$ cat src/rtl/num_entry.sv
// Button/switch front end for num_detector: synchronises, debounces and edge-detects
// up/down/load buttons and steps or loads a registered WIDTH-bit value.
module num_entry #(
    parameter int               WIDTH           = 5,
    parameter int               DEBOUNCE_CYCLES = 1000000,
    parameter bit               WRAP            = 1'b1,
    parameter logic [WIDTH-1:0] RESET_VALUE     = '0
) (
    input  logic             clk,
    input  logic             rst,
    input  logic             btn_up,
    input  logic             btn_down,
    input  logic             btn_load,
    input  logic [WIDTH-1:0] sw,
    output logic [WIDTH-1:0] number,
    output logic             changed
);

    localparam int               CNT_W    = $clog2(DEBOUNCE_CYCLES + 1);
    localparam logic [CNT_W-1:0] CNT_LAST = CNT_W'(DEBOUNCE_CYCLES - 1);
    localparam logic [WIDTH-1:0] MAX_VAL  = '1;
    localparam int               UP       = 0;
    localparam int               DOWN     = 1;
    localparam int               LOAD     = 2;

    logic [2:0]             btn_raw;
    logic [2:0]             btn_sync1_q, btn_sync1_d;
    logic [2:0]             btn_sync2_q, btn_sync2_d;
    logic [WIDTH-1:0]       sw_sync1_q, sw_sync1_d;
    logic [WIDTH-1:0]       sw_sync2_q, sw_sync2_d;
    logic [2:0]             deb_q, deb_d;
    logic [2:0]             deb_prev_q, deb_prev_d;
    logic [2:0][CNT_W-1:0]  cnt_q, cnt_d;
    logic [2:0]             press;
    logic [WIDTH-1:0]       number_q, number_d;
    logic                   changed_q, changed_d;

    assign btn_raw = {btn_load, btn_down, btn_up};

    // The toggle happens on the DEBOUNCE_CYCLES-th consecutive mismatching sample,
    // so the stored count never needs to hold DEBOUNCE_CYCLES itself.
    always_comb begin
        btn_sync1_d = btn_raw;
        btn_sync2_d = btn_sync1_q;
        sw_sync1_d  = sw;
        sw_sync2_d  = sw_sync1_q;
        deb_prev_d  = deb_q;
        deb_d       = deb_q;
        cnt_d       = '0;
        for (int i = 0; i < 3; i++) begin
            if (btn_sync2_q[i] != deb_q[i]) begin
                if (cnt_q[i] == CNT_LAST) begin
                    deb_d[i] = ~deb_q[i];
                end else begin
                    cnt_d[i] = cnt_q[i] + 1'b1;
                end
            end
        end
    end

    assign press = deb_q & ~deb_prev_q;

    // Load beats stepping; simultaneous up and down cancel out.
    always_comb begin
        number_d = number_q;
        if (press[LOAD]) begin
            number_d = sw_sync2_q;
        end else if (press[UP] && press[DOWN]) begin
            number_d = number_q;
        end else if (press[UP]) begin
            if (WRAP || number_q != MAX_VAL) begin
                number_d = number_q + 1'b1;
            end
        end else if (press[DOWN]) begin
            if (WRAP || number_q != '0) begin
                number_d = number_q - 1'b1;
            end
        end
        changed_d = (number_d != number_q);
    end

    always_ff @(posedge clk) begin
        if (rst) begin
            btn_sync1_q <= '0;
            btn_sync2_q <= '0;
            sw_sync1_q  <= '0;
            sw_sync2_q  <= '0;
            deb_q       <= '0;
            deb_prev_q  <= '0;
            cnt_q       <= '0;
            number_q    <= RESET_VALUE;
            changed_q   <= 1'b0;
        end else begin
            btn_sync1_q <= btn_sync1_d;
            btn_sync2_q <= btn_sync2_d;
            sw_sync1_q  <= sw_sync1_d;
            sw_sync2_q  <= sw_sync2_d;
            deb_q       <= deb_d;
            deb_prev_q  <= deb_prev_d;
            cnt_q       <= cnt_d;
            number_q    <= number_d;
            changed_q   <= changed_d;
        end
    end

    assign number  = number_q;
    assign changed = changed_q;

endmodule
$ cat config.mk
export PLATFORM = sky130hd
export DESIGN_NAME = num_entry
export DESIGN_NICKNAME = d
export VERILOG_FILES = /design/src/rtl/num_entry.sv
export SDC_FILE = /design/constraint.sdc
export NUM_CORES = 1
export LEC_CHECK = 0
export BUFFER_PORTS_ARGS = -buffer_cell sky130_fd_sc_hd__buf_2
export CORE_ASPECT_RATIO = 1.2
export CORE_MARGIN = 8
export CORE_UTILIZATION = 45
export DETAILED_ROUTE_END_ITERATION = 10
export PLACE_DENSITY = 0.7
export SETUP_SLACK_MARGIN = 0.05
export SLEW_MARGIN = 10
export SYNTH_ARGS = -nofsm -noshare
export SYNTH_HDL_FRONTEND = slang
export SYNTH_SLANG_ARGS = --single-unit
$ cat constraint.sdc
create_clock -name clk -period 3.1 [get_ports clk]
set_input_delay 0.93 -clock clk [delete_from_list [all_inputs] [get_ports clk]]
set_output_delay 0.93 -clock clk [all_outputs]
set_load 0.01 [all_outputs]
==> summary by stage, run 1 <==
Pwr
For this design the static power due to leakage is 1.37 nW. The highest ir drop seen on vdd is 339 uV. The proportion of power drawn by combinational gates is 0.026. The power density normalized to cell area is 517 nW/um^2.

The proportion of power drawn by the clock network is 0.419. The net switching component of the power is 0.447 mW. The sequential group share of total power is 0.555. The switching fraction of total power is 0.215.

The overall power consumption is 2.07 mW. The internal power is 1.63 mW.

Detailed routing
The violation count after the first detailed-route iteration is 193. In the final routed layout, each cell accounts on average for 11.7 microns. After detailed routing, the number of remaining DRC violations is 0.

The overall routed net length is 6010 microns. The routed via count divided by cell count is 5.07. The number of nets with antenna violations after routing is 0.

The number of search-and-repair iterations in the first detailed-routing pass is 4. The routed layout has 2594 vias.

Run status
The run finished with clean final reports.

GRT
The first global-routing pass estimated 10800 microns of wire. The number of antenna violations at the first check in global routing was 0. After global routing the overflow that remains totals 0. The via count of the first global-routing pass was 2590. The maximum number of pins on one net before global-route repair is 36. The global-route total usage across every layer is 0.115.

Timing
Setup violations remaining at the end of the flow were counted as 0. The worst slew slack as a fraction of its limit is 0.436. Setup repair after global routing left no endpoint under its margin. The number of max-slew violations in the final report is 0. In the finished design, the share of the clock period the worst path needs comes to 0.678. The number of hold violations in the final report is 0. For this run, the top clock speed supported by timing is 0.476 GHz. The total negative slack is 0 ns. Clock skew on the completed layout was measured at 0.0143 ns.

The slew at the pin closest to its max-slew limit is 0.844 ns. Counting I/O delays and the setup requirement, the final critical path takes 2.10 ns.

Floorplanning
The height of the die is 115 microns. In this run the core area contains 36 standard-cell rows. The initial core utilization is 0.456. The die footprint is 11300 sq um. For this design the top-level I/O count stands at 16. The width of the die is 98.3 microns. The region available for standard cell placement spans 8020 sq um.

Clock network
The number of clock buffers added by TritonCTS is 9. TritonCTS built the clock tree. The maximum clock path buffer count is 2. The library cell used as clock root buffer is clkbuf_8. The number of buffers added for setup after CTS is 0. The clock sink total is 88. The total number of H-tree levels is 3. Once the clock tree was built, the resizer swapped 0 gates to a different size. For the worst-skew pair, the clock arrives at the later sink with an insertion delay of 0.36 ns. The post-cts hold buffer count is 0.

Clock-pin slew was measured on the worst setup and hold paths at 0.10 ns.

Logic synthesis
The number of enable-type register cells in the synthesized netlist is 0. During synthesis, Yosys emitted a total of 0 warnings. The post-synthesis net count is 410.

Counting flops and latches in the post-synthesis netlist gives 88. The flip-flop cell with the highest count after synthesis is dfxtp_1. The cell area that synthesis handed to floorplanning was 3660 sq um. For this run, the register share of the synthesized area comes to 0.482. The number of instances in the synthesized netlist is 395. The fraction of registers with async set/reset is 0. The synthesized area per cell is 9.26 sq um. In this run, distinct cell masters in the synthesized netlist total 41.

Cells and area
The number of antenna cells inserted is 0. Fill cells in the final layout number 750. The post-synthesis to final-layout area growth is 9.78%. At the end of the flow, the number of nets in the layout was 427. Of the cells placed in the final design, the portion with a size suffix greater than 1 is 0.0791.

Worst hold path
The path with the worst hold slack has its endpoint at sw_sync2_q[0]. The path class of the tightest hold or removal check is reg -> reg. The startpoint of the worst hold path is sw_sync1_q[0].

Along the worst hold path, the cell count comes to 1.

Critical path
The data arrival time of the critical path is 2.32 ns. The worst reg-to-reg path cell count is 5. The startpoint identified for the worst register-to-register timing path is cnt_q[53]. The endpoint of the lowest-slack register-to-register path is cnt_q[50]. STA classifies the critical path startpoint as a register.

The maximum fanout encountered on the critical timing path is 19. The capturing element type of the critical path is a register. The type of the worst setup path is reg -> reg.

The required time reported for the critical path endpoint is 3.32 ns. The register-to-register setup slack is 1.0 ns.

Job
Across the run, the number of max-cap violations was 0.

Placement
The final RePlAce weighted congestion is 0.770. The half-perimeter wire length after placement is 4090 microns. Port buffering added 15 buffers.
[registers in the layout, indices dropped and copies added, names as in the netlist]
signal	cells
btn_sync1_q	3
btn_sync2_q	3
changed	1
cnt_q	60
deb_prev_d	3
deb_prev_q	3
number	5
sw_sync1_q	5
sw_sync2_q	5
[stage by stage]
step / setup WS (ns) / util / instances / hold WS (ns) / area (sq um)
final: 0.999 / 0.501 / 512 / 0.437 / 4020
after global routing: 0.745 / 0.501 / 512 / 0.456 / 4020
after CTS: 0.980 / 0.501 / 512 / 0.433 / 4020
after detailed placement: 0.741 / 0.473 / 496 / 0.422 / 3790
after global placement: 0.789 / 0.473 / 496 / 0.417 / 3790
after floorplan: 1.32 / - / 395 / 0.414 / 3660
[worst max-delay path, stage by stage (launching register included)]
cell and delay [ns]:
dfxtp_1 0.34, or4b_1 0.51, nor4_1 0.25, and3_1 0.24
or2_1 0.51, nor2_1 0.10
[placed cells by master, fill, tap and decap left out, drive strengths merged, types with 2 or more instances in the layout]
cell,synthesis,routed
nor2,72,72
clkinvlp,0,2
dfxtp,88,88
xor2,37,37
xnor2,28,28
nor2b,22,22
nand2b,4,4
mux2i,4,4
buf,5,15
and3,8,8
nand2,23,23
nand4,5,5
inv,6,7
clkbuf,4,10
and4,6,6
nand3,32,32
or4b,2,2
nor3b,2,2
ha,5,5
bufinv,0,2
or2,2,2
o22ai,2,2
a21oi,4,4
nor3,6,6
o31ai,2,2
nand3b,4,4
or3,3,3
nor4,9,9
[layout make-up]
class                      count  area (sq um)  area share
clock buffer                  10           128      0.0318
clock inverter                 6          92.6      0.0231
inverter                       6          22.5     0.00561
multi-input combinational    292          1820       0.452
sequential                    88          1760       0.439
tap                           95           119      0.0296
timing repair buffer          15          75.1      0.0187
[cells in the mapped netlist (all sizes together), types with 5 or more instances]
cell type	count	area, sq um
nor4	9	77.6
nand3	32	160
nor3	6	30.0
dfxtp	88	1760
inv	6	22.5
nor2	72	270
and3	8	50.1
nand2	23	86.3
nor2b	22	138
nand4	5	31.3
and4	6	52.6
xnor2	28	245
xor2	37	324
buf	5	41.3
ha	5	62.6
[layer usage]
metal	global-route usage	wire, microns
met5	0	0
met3	0.0297	190
met4	0.0697	166
met1	0.125	2770
met2	0.199	2890
[how the worst max path moves through the flow]
stage	cells after the start	to	startpoint	slack (ns)
final	5	cnt_q[50]	cnt_q[53]	1.0
after global routing	6	cnt_q[28]	cnt_q[20]	0.75
after detailed placement	4	cnt_q[56]	rst	0.74
after CTS	6	cnt_q[39]	cnt_q[20]	0.98
after global placement	4	cnt_q[45]	rst	0.79
after floorplan	4	number[2]	rst	1.32
[power groups by stage]
stage	clock, mW	combinational, mW	sequential, mW
final	0.868	0.0544	1.15
after global routing	0.940	0.0618	1.15
after CTS	0.890	0.0549	1.15
after detailed placement	0	0.0546	1.18
after global placement	0	0.0535	1.18
after floorplan	0	0.0412	1.18
[kinds of logic (layout without fill, tap and decap cells)]
logic type,count (synthesis),count (layout),synth area share
AOI/OAI and AO/OA,13,13,0.0236
xor gates and xnor gates,65,65,0.156
adders and majority gates,5,5,0.0171
buffers and inverters,15,37,0.0215
DFF,88,88,0.482
muxes,4,4,0.0109
and+or+nand+nor,205,205,0.289
Note: power is estimated with default switching activity, not from simulation.
==> inputs of run 2 (changes only) <==
PLACE_DENSITY = 0.73   (was 0.7)
clock period = 1.9 ns   (was 3.1 ns; I/O delays follow)
==> run 2 against run 1 <==
  * Core utilization grew 1.5 points
  * Clock-buffer cell count up 2
  * Design area grew 3.0%
  * Non-clock buffer count rose by 12
==> summary by stage, run 2 (synthesis results as in run 1) <==
Detailed routing
The number of vias after detailed routing is 2622 (+1.1%). The number of nets with antenna violations after routing is 0 (unchanged). The routed via count divided by cell count is 5.01 (-1.0%). The mean routed wirelength per cell is 11.3 microns (-3.9%). The number of search-and-repair iterations in the first detailed-routing pass is 4 (unchanged). The count of unresolved DRC violations after routing is 0 (unchanged). The overall routed net length was 5910 microns (-1.8%). The violation count after the first detailed-route iteration is 106 (-45%).

Cells and area
The post-synthesis to final-layout area growth is 13.1%. In the layout the commonest cells are dfxtp_1 (85), nor2_1 (70), xor2_1 (37), nand3_1 (32), xnor2_1 (28). The cell area after layout is 4140 sq um (+3.0%). The share of final-layout standard cells stronger than drive strength 1 is 0.117 (+0.0377). The fill cell total of the finished layout is 733 (-2.3%). The final-stage net count is 439 (+2.8%). The flip-flop count of the largest register after layout came to 60 (unchanged). The library cell used most frequently in the layout, excluding fill and tap cells, is dfxtp_1. The non-filler instance count after layout came to 523 (+2.1%). The number of antenna cells inserted came to 0 (unchanged). More flip-flops sit in one register than any other, and that register is cnt_q.

Critical path
The type of the worst setup path is reg -> reg. The worst setup path is launched from a register. The maximum fanout encountered on the critical timing path is 5 (-14).

The data arrival time of the critical path is 2.01 ns (-0.31 ns). The capturing element type of the critical path is a register. The required time reported for the critical path endpoint is 2.15 ns (-1.17 ns).

Clock network
The total CTS buffers is 9 (unchanged). The maximum clock path buffer count is 2 (unchanged). TritonCTS built the clock tree. The total number of H-tree levels is 3 (unchanged).

The post-cts repair resize count is 0 (unchanged). The number of buffers added for setup after CTS is 0 (unchanged). The clock latency on the worst-skew pair is 0.35 ns (about the same). The post-cts hold buffer count is 0 (unchanged). The clock-pin slew on the worst setup and hold paths came to 0.08 ns (-0.02 ns). The library cell used as clock root buffer is clkbuf_8. The clock sink total is 88 (unchanged).

Timing
The final clock skew is 0.0101 ns (-0.00424 ns). The number of max-slew violations in the final report is 0 (unchanged). The count of endpoints failing setup in the final report is 0 (unchanged).

Setup repair after global routing could not meet its margin everywhere. The share of the cycle needed by the critical path after routing is 0.928 (+0.251). The number of hold violations in the final report is 0 (unchanged).

The minimum clock period after layout came to 1.76 ns (-0.337 ns). The slew at the pin closest to its max-slew limit was 0.511 ns (-0.333 ns). The maximum clock frequency came to 0.567 GHz (+19%). The worst slew slack as a fraction of its limit is 0.657 (+0.220). The minimum setup slack in the final design came to 0.136 ns (-0.863 ns). The total negative slack was 0 ns (unchanged).

Placement
The instance count after placement with tap cells included is 507 (+2.2%). The worst setup timing slack at the placement stage came to 0.125 ns (-0.615 ns). The placed standard-cell area came to 3890 sq um (+2.5%). The final RePlAce weighted congestion is 0.745 (-3.3%). The count of input and output buffers is 15 (unchanged). The half-perimeter wire length after placement is 4150 microns (+1.5%).

Floorplanning
The placeable core region was 8020 sq um (unchanged). The width of the die is 98.3 microns (unchanged). The die footprint was 11300 sq um (unchanged). The initial core utilization was 0.456 (unchanged). The number of primary I/O pins is 16 (unchanged). The row count came to 36 (unchanged). The height of the die is 115 microns (unchanged).

GRT
The wire length of the first global-routing pass came to 10600 microns (-2.3%). The total overflow reported by the global router is 0 (unchanged). The maximum number of pins on one net before global-route repair was 22 (-39%).

The via count of the first global-routing pass is 2600 (+0.39%). The number of antenna violations at the first check in global routing is 0 (unchanged). The global-route total usage across every layer came to 0.112 (-0.00318).

Worst hold path
The class of the worst hold path is in -> reg.

Run status
The run finished with clean final reports.

Pwr
The leakage power was 1.46 nW (+6.0%). The highest ir drop seen on vdd is 549 uV (+62%). The power density normalized to cell area was 818 nW/um^2 (+58%).

Job
The number of maximum-capacitance violations came to 0 (unchanged).
## run 2: cell count changes in the layout (fill, tap and decap cells not counted), moves of 2 or more
| cell | delta |
|---|---|
| buf_4 | +9 |
| dfxtp_1 | -3 |
| clkinvlp_4 | -2 |
| buf_6 | +2 |
| nor2_2 | +2 |
| dfxtp_2 | +3 |
| clkbuf_8 | +2 |
| nor2_1 | -2 |
## run 2: routing by layer
metal | global-route usage | wire, microns | up-vias
li1 | - | - | 1380
met1 | 0.120 | 2810 | 1210
met2 | 0.198 | 2810 | 23
met3 | 0.0267 | 155 | 9
met4 | 0.0677 | 127 | 0
met5 | 0 | 0 | -
## run 2: power by group
| group | leakage (nW) | internal (mW) | switching (mW) |
|---|---|---|---|
| clock network | 0.112 | 0.804 | 0.603 |
| registers | 0.714 | 1.86 | 0.0153 |
| logic | 0.629 | 0.0515 | 0.0456 |
| total | 1.46 | 2.72 | 0.664 |
## run 2: area by class of cell
class                      count  area (sq um)  share of cell area
multi-input combinational    292          1820               0.441
inverter                       6          22.5             0.00544
tap                           95           119              0.0287
clock buffer                  12           155              0.0375
sequential                    88          1770               0.427
clock inverter                 3          65.1              0.0157
timing repair buffer          27           185              0.0448
## run 2: worst max-delay path, stage by stage, from the launching register on
cell,delay (ns)
dfxtp_2,0.34
or4_1,0.51
nor4_1,0.25
and3_1,0.23
or2_4,0.16
buf_4,0.14
nor2_1,0.04
## run 2: worst paths after layout
path	start	end	slack, ns	cells after the start
setup reg to reg	cnt_q[55]	cnt_q[56]	0.14	6
hold reg to reg	btn_sync1_q[0]	btn_sync2_q[0]	0.44	1
hold / removal	sw[1]	sw_sync1_q[1]	0.43	2
setup / recovery	cnt_q[55]	cnt_q[56]	0.14	6
## run 2: stage by stage
| stage | hold slack (ns) | total power [mW] | util |
|---|---|---|---|
| after detailed placement | 0.424 | 2.02 | 0.485 |
| after CTS | 0.415 | 3.42 | 0.513 |
| final | 0.426 | 3.38 | 0.516 |
| after global routing | 0.422 | 3.52 | 0.516 |
| after global placement | 0.419 | 2.02 | 0.485 |
| after floorplan | 0.414 | 1.99 | - |
